## src/rtl/pipe_stage_skid_pkg.sv

```systemverilog
`default_nettype none
// ============================================================================
//  Package  : mini_cpu_pkg
//  Purpose  : Shared widths, the NOP/flush instruction constant and the
//             occupancy state type for the fetch/decode pipeline stage.
//  Contents : INSTR_W_DEF, PC_W_DEF  - default payload widths
//             NOP_INSTR              - value shown on an empty/flushed stage
//             occ_state_t            - EMPTY / ONE / FULL occupancy
//  Revision : 1.0 - initial release
// ============================================================================
package mini_cpu_pkg;

    localparam int INSTR_W_DEF = 32;
    localparam int PC_W_DEF    = 32;

    localparam logic [31:0] NOP_INSTR = 32'h0000_0000;

    typedef enum logic [1:0] {
        OCC_EMPTY = 2'd0,
        OCC_ONE   = 2'd1,
        OCC_FULL  = 2'd2
    } occ_state_t;

endpackage
`default_nettype wire

```

## src/rtl/pipe_stage_skid_if.sv

```systemverilog
`default_nettype none
// ============================================================================
//  Interface : pipe_stage_skid_if
//  Purpose   : One valid/ready stream carrying an instruction and its PC.
//  Signals   : valid - producer offers instr/pc
//              ready - consumer accepts this cycle
//              instr - instruction payload (INSTR_W)
//              pc    - program counter payload (PC_W)
//  Modports  : master - producer side, slave - consumer side
//  Revision  : 1.0 - initial release
// ============================================================================
interface pipe_stage_skid_if #(
    parameter int INSTR_W = mini_cpu_pkg::INSTR_W_DEF,
    parameter int PC_W    = mini_cpu_pkg::PC_W_DEF
);
    logic               valid;
    logic               ready;
    logic [INSTR_W-1:0] instr;
    logic [PC_W-1:0]    pc;

    modport master (output valid, output instr, output pc, input  ready);
    modport slave  (input  valid, input  instr, input  pc, output ready);
endinterface
`default_nettype wire

```

## src/rtl/pipe_stage_skid_entry.sv

```systemverilog
`default_nettype none
// ============================================================================
//  Module   : pipe_entry
//  Purpose  : One storage slot of the stage: valid bit plus instr/pc payload.
//             Reset or clear empties the slot and parks the payload at
//             CLEAR_INSTR / 0 so an empty slot shows a harmless value.
//  Ports    : clk, reset      - clock, synchronous active-high reset
//             load, clear     - capture d_* / empty the slot (clear wins)
//             d_instr, d_pc   - data to capture
//             valid, instr, pc- registered slot contents
//  Revision : 1.0 - initial release
// ============================================================================
module pipe_entry #(
    parameter int                 INSTR_W     = 32,
    parameter int                 PC_W        = 32,
    parameter logic [INSTR_W-1:0] CLEAR_INSTR = '0
) (
    input  wire logic               clk,
    input  wire logic               reset,
    input  wire logic               load,
    input  wire logic               clear,
    input  wire logic [INSTR_W-1:0] d_instr,
    input  wire logic [PC_W-1:0]    d_pc,
    output logic                    valid,
    output logic [INSTR_W-1:0]      instr,
    output logic [PC_W-1:0]         pc
);

    always_ff @(posedge clk) begin
        if (reset || clear) begin
            valid <= 1'b0;
            instr <= CLEAR_INSTR;
            pc    <= '0;
        end else if (load) begin
            valid <= 1'b1;
            instr <= d_instr;
            pc    <= d_pc;
        end
    end

endmodule
`default_nettype wire

```

## src/rtl/pipe_stage_skid.sv

```systemverilog
`default_nettype none
// ============================================================================
//  Module   : pipe_stage_skid
//  Purpose  : Pipeline register stage for instruction/PC with optional
//             two-entry skid buffer, flush and stall/flush statistics.
//  Ports    : clk, reset   - clock, synchronous active-high reset
//             flush        - drop held entries and any same-cycle accept
//             up   (slave) - upstream stream (in_valid/in_ready/in_instr/in_pc)
//             down (master)- downstream stream (out_valid/out_ready/...)
//             out_noflush  - head entry is live (mirrors out_valid)
//             stall_cnt    - saturating count of out_valid & !out_ready cycles
//             flush_cnt    - saturating count of flush cycles
//  Revision : 1.0 - initial release
// ============================================================================
module pipe_stage_skid
    import mini_cpu_pkg::*;
#(
    parameter int                 INSTR_W     = INSTR_W_DEF,
    parameter int                 PC_W        = PC_W_DEF,
    parameter int                 SKID_EN     = 1,
    parameter logic [INSTR_W-1:0] FLUSH_INSTR = INSTR_W'(NOP_INSTR),
    parameter int                 CNT_W       = 16
) (
    input  wire logic          clk,
    input  wire logic          reset,
    input  wire logic          flush,
    pipe_stage_skid_if.slave   up,
    pipe_stage_skid_if.master  down,
    output logic               out_noflush,
    output logic [CNT_W-1:0]   stall_cnt,
    output logic [CNT_W-1:0]   flush_cnt
);

    occ_state_t         state;

    logic               accept;
    logic               retire;

    logic               head_valid;
    logic [INSTR_W-1:0] head_instr;
    logic [PC_W-1:0]    head_pc;
    logic               head_load;
    logic               head_clear;
    logic               head_from_skid;
    logic [INSTR_W-1:0] head_d_instr;
    logic [PC_W-1:0]    head_d_pc;

    logic               skid_valid;
    logic [INSTR_W-1:0] skid_instr;
    logic [PC_W-1:0]    skid_pc;
    logic               skid_load;
    logic               skid_clear;

    assign accept = up.valid && up.ready;
    assign retire = head_valid && down.ready;

    // Slot control. Flush empties both slots regardless of handshakes.
    always_comb begin
        head_load      = 1'b0;
        head_clear     = 1'b0;
        head_from_skid = 1'b0;
        skid_load      = 1'b0;
        skid_clear     = 1'b0;
        if (flush) begin
            head_clear = 1'b1;
            skid_clear = 1'b1;
        end else begin
            case (state)
                OCC_EMPTY: head_load = accept;
                OCC_ONE: begin
                    if (accept && retire) begin
                        head_load = 1'b1;
                    end else if (accept) begin
                        skid_load = 1'b1;
                    end else if (retire) begin
                        head_clear = 1'b1;
                    end
                end
                OCC_FULL: begin
                    // in_ready is low here, so only the skid can refill head
                    if (retire) begin
                        head_load      = 1'b1;
                        head_from_skid = 1'b1;
                        skid_clear     = 1'b1;
                    end
                end
                default: begin
                    head_clear = 1'b1;
                    skid_clear = 1'b1;
                end
            endcase
        end
    end

    assign head_d_instr = head_from_skid ? skid_instr : up.instr;
    assign head_d_pc    = head_from_skid ? skid_pc    : up.pc;

    always_ff @(posedge clk) begin
        if (reset || flush) begin
            state <= OCC_EMPTY;
        end else begin
            case (state)
                OCC_EMPTY: if (accept) state <= OCC_ONE;
                OCC_ONE: begin
                    if (accept && !retire) begin
                        state <= OCC_FULL;
                    end else if (!accept && retire) begin
                        state <= OCC_EMPTY;
                    end
                end
                OCC_FULL:  if (retire) state <= OCC_ONE;
                default:   state <= OCC_EMPTY;
            endcase
        end
    end

    pipe_entry #(
        .INSTR_W     (INSTR_W),
        .PC_W        (PC_W),
        .CLEAR_INSTR (FLUSH_INSTR)
    ) u_head (
        .clk     (clk),
        .reset   (reset),
        .load    (head_load),
        .clear   (head_clear),
        .d_instr (head_d_instr),
        .d_pc    (head_d_pc),
        .valid   (head_valid),
        .instr   (head_instr),
        .pc      (head_pc)
    );

    generate
        if (SKID_EN != 0) begin : g_skid
            pipe_entry #(
                .INSTR_W     (INSTR_W),
                .PC_W        (PC_W),
                .CLEAR_INSTR (FLUSH_INSTR)
            ) u_skid (
                .clk     (clk),
                .reset   (reset),
                .load    (skid_load),
                .clear   (skid_clear),
                .d_instr (up.instr),
                .d_pc    (up.pc),
                .valid   (skid_valid),
                .instr   (skid_instr),
                .pc      (skid_pc)
            );
            // Taken straight from a flop: no path from down.ready.
            assign up.ready = !skid_valid;
        end else begin : g_no_skid
            assign skid_valid = 1'b0;
            assign skid_instr = FLUSH_INSTR;
            assign skid_pc    = '0;
            assign up.ready   = !head_valid || down.ready;
        end
    endgenerate

    assign down.valid  = head_valid;
    assign down.instr  = head_instr;
    assign down.pc     = head_pc;
    assign out_noflush = head_valid;

    always_ff @(posedge clk) begin
        if (reset) begin
            stall_cnt <= '0;
            flush_cnt <= '0;
        end else begin
            if (head_valid && !down.ready && (stall_cnt != '1)) begin
                stall_cnt <= stall_cnt + CNT_W'(1);
            end
            if (flush && (flush_cnt != '1)) begin
                flush_cnt <= flush_cnt + CNT_W'(1);
            end
        end
    end

endmodule
`default_nettype wire

```

## src/flat_wrapper.sv

```systemverilog
// flat-port wrapper written by rule: the top's interface ports become plain ports
module pipe_stage_skid_flat import mini_cpu_pkg::*;
#(
    parameter int                 INSTR_W     = INSTR_W_DEF,
    parameter int                 PC_W        = PC_W_DEF,
    parameter int                 SKID_EN     = 1,
    parameter logic [INSTR_W-1:0] FLUSH_INSTR = INSTR_W'(NOP_INSTR),
    parameter int                 CNT_W       = 16
)
  (clk, reset, flush, out_noflush, stall_cnt, flush_cnt, up_valid, up_instr, up_pc, up_ready, down_valid, down_instr, down_pc, down_ready);
  pipe_stage_skid_if #(.INSTR_W(INSTR_W), .PC_W(PC_W)) up_i ();
  pipe_stage_skid_if #(.INSTR_W(INSTR_W), .PC_W(PC_W)) down_i ();
  input  wire logic clk;
  input  wire logic reset;
  input  wire logic flush;
  output logic out_noflush;
  output logic [CNT_W-1:0] stall_cnt;
  output logic [CNT_W-1:0] flush_cnt;
  input wire logic [$bits(up_i.valid)-1:0] up_valid;
  input wire logic [$bits(up_i.instr)-1:0] up_instr;
  input wire logic [$bits(up_i.pc)-1:0] up_pc;
  output wire logic [$bits(up_i.ready)-1:0] up_ready;
  output wire logic [$bits(down_i.valid)-1:0] down_valid;
  output wire logic [$bits(down_i.instr)-1:0] down_instr;
  output wire logic [$bits(down_i.pc)-1:0] down_pc;
  input wire logic [$bits(down_i.ready)-1:0] down_ready;
  assign up_i.valid = up_valid;
  assign up_i.instr = up_instr;
  assign up_i.pc = up_pc;
  assign up_ready = up_i.ready;
  assign down_valid = down_i.valid;
  assign down_instr = down_i.instr;
  assign down_pc = down_i.pc;
  assign down_i.ready = down_ready;
  pipe_stage_skid #(.INSTR_W(INSTR_W), .PC_W(PC_W), .SKID_EN(SKID_EN), .FLUSH_INSTR(FLUSH_INSTR), .CNT_W(CNT_W)) u_core (.clk(clk), .reset(reset), .flush(flush), .up(up_i), .down(down_i), .out_noflush(out_noflush), .stall_cnt(stall_cnt), .flush_cnt(flush_cnt));
endmodule
```

## config.mk

```make
export PLATFORM = sky130hd
export DESIGN_NAME = pipe_stage_skid_flat
export DESIGN_NICKNAME = d
export VERILOG_FILES = /design/src/rtl/pipe_stage_skid_pkg.sv /design/src/rtl/pipe_stage_skid_if.sv /design/src/rtl/pipe_stage_skid_entry.sv /design/src/rtl/pipe_stage_skid.sv /design/src/flat_wrapper.sv
export SDC_FILE = /design/constraint.sdc
export NUM_CORES = 1
export LEC_CHECK = 0
export BUFFER_PORTS_ARGS = -buffer_cell sky130_fd_sc_hd__buf_2
export CAP_MARGIN = 5
export CORE_ASPECT_RATIO = 1.5
export CORE_MARGIN = 1
export CORE_UTILIZATION = 55
export DETAILED_ROUTE_END_ITERATION = 8
export PLACE_DENSITY = 0.88
export SLEW_MARGIN = 10
export SYNTH_ARGS = -nofsm -noshare
export SYNTH_HDL_FRONTEND = slang
export SYNTH_HIERARCHICAL = 1
export SYNTH_SLANG_ARGS = --single-unit
```

## constraint.sdc

```tcl
create_clock -name clk -period 3.2 [get_ports clk]
set_input_delay 0.16 -clock clk [delete_from_list [all_inputs] [get_ports clk]]
set_output_delay 0.16 -clock clk [all_outputs]
set_load 0.02 [all_outputs]
```

==> impl_metrics.ini, run 1 <==
[setup_path]
worstPathMaxFanout = 42
r2r-start = u_core/u_head/valid
worst_setup_path_start_kind = register
critPathKind = register to register
end_kind = register
rr_worst_depth = 7
r2r_slack_ps = 820
crit_arrival_ps = 2660
critPathRequiredTime_ps = 3490
rr_endpoint = u_core/u_head/pc[29]

[timing]
fin_ws_ps = 825
setup_viol = 0
finalHoldViolations = 0
tightest_slew_ps = 815
grt_setup_unrepaired = false
slew_violations = 0
timing.final.crit_share = 0.742
skew_ps = 10.7
relSlewSlack = 0.453
period_needed_ps = 2380
tns_ps = 0
fmax_ghz = 0.421

[min_path]
hold_start = up_pc[19]
hold_end = u_core/g_skid.u_skid/pc[19]
whs_path_depth = 3
hold_path.class = input pin to register

[job]
cap_violations = 0

[route]
drtPass1Iterations = 4
routed_wl_um = 16700
ant_nets = 0
vias = 5941
first_iter_violations = 202
wl_per_cell_um = 15.7
via_per_inst = 5.56
drc_errors = 0

[clock_tree]
h-tree-depth = 4
path_clk_slew_ps = 60
clockRootBuffer = clkbuf_16
clkLatencyLatePin_ps = 410
cts_tree = yes
cts_sinks = 164
cts_buffers = 17
cts-resized-gates = 0
cts_buffer_depth = 2

[synth]
ys.flop_type = dfxtp_1
syn-cell-area_um2 = 7430
synth_top_area_cell = dfxtp_1
yosysUniqueCellTypes = 47
yosysWarnings = 6
yosys-top-cells-area = dfxtp_1 (44%), mux2i_1 (17%), mux2_2 (10%)
postSynthAreaPerCell_um2 = 10.3
ys_async_sr_fraction = 0
synth_seq_area_share = 0.442
synth_nets = 799
syn_inst = 724
synth_edf_count = 0
synth_seq_cells = 164
netlist.area_leader.share = 0.442

[finish]
multiInputGateArea_um2 = 3740
nets = 971
finalNonFillerCells = 1068
drive_gt1_frac = 0.322
seq_area_um2 = 3280
syn_to_final_growth_pct = 21.2
n_fill_cell = 1027
final_area_um2 = 9000
diodes = 0

[placed_design]
gp_congestion = 0.825
dp.cells = 1016
pre_cts_ws_ps = 896
io_buffer_count = 167
placed_cell_area_um2 = 8220
dp_hpwl_um = 10900

[global_routing]
grt_start_max_net_pins = 49
grt_usage = 0.237
grt_pass1_wl_um = 27100
antenna_found_initial = 0
grt_pass1_vias = 5750
grt-ovfl-total = 0

[die]
coreArea_um2 = 13100
fp-row-count = 51
io_pins = 168
design.die.area_um2 = 14000
chipHeight_um = 144
fp.dieW_um = 96.9
start_util = 0.568

[pwr]
power_density_nw_per_um2 = 490
leakage_nw = 3.56
peakVddDrop_v = 0.000415

[run_status]
status = complete, no violations
==> cell families after synthesis <==
logic type | count (synthesis) | synth area share
AO/OA/AOI/OAI | 57 | 0.0480
adder cells (fa/ha/maj) | 6 | 0.0101
buffers and inverters | 55 | 0.0568
flip-flops | 164 | 0.442
multiplexers | 198 | 0.278
AND/OR/NAND/NOR | 244 | 0.165
==> metal layers <==
metal	vias to the layer above	routed length [µm]	global-route usage
li1	2896	-	-
met2	170	8890	0.447
met3	26	884	0.0532
met4	0	276	0.0825
met1	2849	6690	0.259
met5	-	0	0
==> how the worst max path moves through the flow <==
stage / end / cells past startpoint / from
2_1_floorplan: u_core/u_head/pc[1] / 8 / u_core/u_head/valid
3_3_place_gp: u_core/u_head/instr[30] / 7 / u_core/u_head/valid
3_5_place_dp: u_core/u_head/instr[5] / 7 / u_core/u_head/valid
4_1_cts: u_core/u_head/pc[27] / 7 / u_core/u_head/valid
5_1_grt: u_core/u_head/pc[29] / 7 / u_core/u_head/valid
6_report: u_core/u_head/pc[29] / 7 / u_core/u_head/valid
==> cell type report <==
class / count / area share
inverters: 11 / 0.00459
clock buffers: 20 / 0.0519
well taps: 159 / 0.0221
multi-input cells: 505 / 0.416
clock inverters: 12 / 0.0131
flip-flops and latches: 164 / 0.365
repair buffers: 197 / 0.128
==> through the flow <==
| step | power, mW | hold WS [ps] | utilization |
|---|---|---|---|
| after floorplan | 2.35 | 307 | - |
| after global placement | 2.44 | 407 | 0.628 |
| after detailed placement | 2.45 | 410 | 0.628 |
| after CTS | 4.46 | 0.222 | 0.688 |
| after global routing | 4.57 | 7.95 | 0.688 |
| final | 4.41 | 11.2 | 0.688 |
==> what timing repair did <==
| item | CTS | global route |
|---|---|---|
| hold endpoints to repair | 21 | 0 |
| buffers inserted | 0 | 0 |
| hold buffers | 20 | 0 |
==> critical path, cell delays in order, from the launching register on <==
cell and delay (ps):
dfxtp_1 410, and2_1 220, inv_1 110, nor4b_2 260
buf_4 530, mux2_2 420, mux2i_1 210, nor2_1 60
==> Yosys cell counts, types with 5 or more instances <==
library cell  instances
nand3_1              13
o21ai_0              11
dfxtp_1             164
or4_1                10
o31ai_1              11
nor2_1              142
mux2i_1             129
or3_1                 7
nand2b_1              5
buf_6                24
nor2b_1               8
a21oi_1              21
nand4_1               8
nand2_1              13
clkbuf_1              7
mux2_2               69
inv_1                11
nor4_1               10
buf_4                 8
ha_1                  6
==> report_power, final <==
part,switching [mW],internal (mW)
clock network,0.837,1.15
registers,0.0180,2.07
logic,0.181,0.160
==> flip-flops by register name, summed over array words and instances, names as in the netlist <==
signal	count
u_core/g_skid.u_skid/pc	32
u_core/u_head/pc	32
u_core/g_skid.u_skid/valid	1
u_core/u_head/instr	32
u_core/flush_cnt	16
u_core/g_skid.u_skid/instr	32
u_core/stall_cnt	16
u_core/state	2
u_core/u_head/valid	1
==> layout by cell type (no fill, tap or decap), drive strengths merged, types with 4 or more instances in the layout <==
cell type,count
mux2i,129
clkbuf,20
mux2,69
or3,8
clkinvlp,4
o31ai,11
ha,6
nand2,13
dlygate4sd3,20
o21ai,11
buf,177
a211oi,4
nand2b,5
and2,4
or4,12
nor2,142
nor2b,8
a21oi,21
nand4,12
inv,15
dfxtp,164
nand3,13
nor4,12
Note: power is estimated with default switching activity, not from simulation.
==> run 2, diff against run 1 <==
--- a/config.mk
+++ b/config.mk
@@ -9,9 +9,9 @@
 export CAP_MARGIN = 5
 export CORE_ASPECT_RATIO = 1.5
 export CORE_MARGIN = 1
-export CORE_UTILIZATION = 55
+export CORE_UTILIZATION = 54
 export DETAILED_ROUTE_END_ITERATION = 8
-export PLACE_DENSITY = 0.88
+export PLACE_DENSITY = 0.87
 export SLEW_MARGIN = 10
 export SYNTH_ARGS = -nofsm -noshare
 export SYNTH_HDL_FRONTEND = slang
==> constraint.sdc (replaced) <==
create_clock -name clk -period 2.25 [get_ports clk]
set_input_delay 0.1125 -clock clk [delete_from_list [all_inputs] [get_ports clk]]
set_output_delay 0.1125 -clock clk [all_outputs]
set_load 0.02 [all_outputs]
==> run 2 against run 1 <==
The flow now finishes with violations (DRC). Global-route usage is 1.6 points higher. Combinational power is 67% higher. Routed wire length is 9.4% higher. Hold slack better by 15 ps. Critical path depth is 1 higher. Via count is 5.1% higher. Clock power is 41% higher. Largest power group unchanged.
==> impl_metrics.ini, run 2 (synthesis results as in run 1) <==
[run_status]
status = finished with violations
violations = DRC

[global_routing]
grt-ovfl-total = 0
grt_usage = 0.253
grt_start_max_net_pins = 47
grt_pass1_vias = 6316
grt_pass1_wl_um = 29500
antenna_found_initial = 0

[clock_tree]
path_clk_slew_ps = 70
cts_buffer_depth = 2
cts_buffers = 17
cts_sinks = 164
cts_tree = yes
h-tree-depth = 4
clockRootBuffer = clkbuf_16
clkLatencyLatePin_ps = 410

[timing]
setup_viol = 0
period_needed_ps = 2130
hold_ws_ps = 26.0
timing.final.crit_share = 0.945
fmax_ghz = 0.470
grt_setup_unrepaired = false
slew_violations = 0
finalHoldViolations = 0
skew_ps = 7.33
relSlewSlack = 0.600
tightest_slew_ps = 595

[placed_design]
io_buffer_count = 167
gp_congestion = 0.807
dp_hpwl_um = 11100

[finish]
nets = 1024
syn_to_final_growth_pct = 28.5
final_common_cell = buf_2
final_cell_mix = buf_2 (167), dfxtp_1 (164), nor2_1 (142), mux2i_1 (129), mux2_2 (69)
final_util = 0.709
diodes = 0
n_fill_cell = 944
drive_gt1_frac = 0.316

[min_path]
hold_path.class = input pin to register
whs_path_depth = 3

[route]
via_per_inst = 5.55
highest_layer = met4
vias = 6242
wl_per_cell_um = 16.3
met1_length_um = 7360
wl_met2_um = 9620
routed-wl-met3_um = 905
drtPass1Iterations = 6
routed_wl_um = 18300
drc_errors = 26
ant_nets = 0
first_iter_violations = 175

[setup_path]
crit_arrival_ps = 2400
critPathKind = register to register
end_kind = register
worstPathMaxFanout = 20
rr_worst_depth = 8
worst_setup_path_start_kind = register
critPathRequiredTime_ps = 2520

[pwr]
seq_power_share = 0.468
peakVddDrop_v = 0.000438
sw_frac_of_total = 0.244
leakage_nw = 3.81
switchingPower_mw = 1.55
internal_power_mw = 4.78
combPwrFrac = 0.090
p_total_mw = 6.33
power_density_nw_per_um2 = 663
pwr-share-clk = 0.442

[die]
fp-row-count = 52
start_util = 0.551
chipHeight_um = 146
io_pins = 168
fp.dieW_um = 97.8
design.die.area_um2 = 14200
coreArea_um2 = 13500

[job]
cap_violations = 0
## run 2: final cells by class
class / instances / area [µm²] / area share
multi-input combinational: 505 / 3750 / 0.393
sequential: 164 / 3280 / 0.344
timing repair buffer: 250 / 1690 / 0.177
clock buffer: 17 / 425 / 0.0446
tap: 162 / 203 / 0.0212
clock inverter: 15 / 146 / 0.0153
inverter: 11 / 41.3 / 0.00433
## run 2: repair_timing
action,in CTS,in global routing
gates resized for setup,0,4
hold endpoints to repair,62,1
hold buffers,62,1
cloned,0,1
endpoints found under the setup margin,1,64
setup buffers,0,2
pin swaps,0,1
## run 2: routing by layer
| metal | vias to the layer above | track usage |
|---|---|---|
| met5 | - | 0 |
| met2 | 180 | 0.478 |
| met1 | 3021 | 0.267 |
| met4 | 0 | 0.100 |
| met3 | 40 | 0.0567 |
| li1 | 3001 | - |
## run 2: stage by stage
step	worst slack (ps)	cell area (µm²)	TNS (ps)	cells
after floorplan	205	7430	0	724
after global placement	166	8300	0	1026
after detailed placement	50.8	8300	0	1026
after CTS	-12.1	9490	-12.1	1120
after global routing	27.5	9550	0	1124
final	123	9550	0	1124
## run 2: worst paths after layout
| check | from | to | slack (ps) |
|---|---|---|---|
| hold / removal | up_pc[20] | u_core/g_skid.u_skid/pc[20] | 30 |
| hold reg to reg | u_core/u_head/pc[22] | u_core/u_head/pc[22] | 480 |
| setup reg to reg | u_core/u_head/valid | u_core/u_head/instr[14] | 120 |
| setup / recovery | u_core/u_head/valid | u_core/u_head/instr[14] | 120 |
## run 2: power by group through the flow
stage	clock (mW)	sequential (mW)	combinational, mW
after floorplan	0	3.06	0.284
after global placement	0	3.02	0.458
after detailed placement	0	3.03	0.468
after CTS	2.86	2.96	0.558
after global routing	2.99	2.96	0.608
final	2.80	2.96	0.568
## run 2: worst max-delay path, cell delays in order (launching register included)
cell and delay, ps:
dfxtp_1 420, and2_4 200, inv_1 100, nor4b_4 280, buf_4 170, buf_6 210
mux2_2 360, mux2i_1 170, nor2_1 70
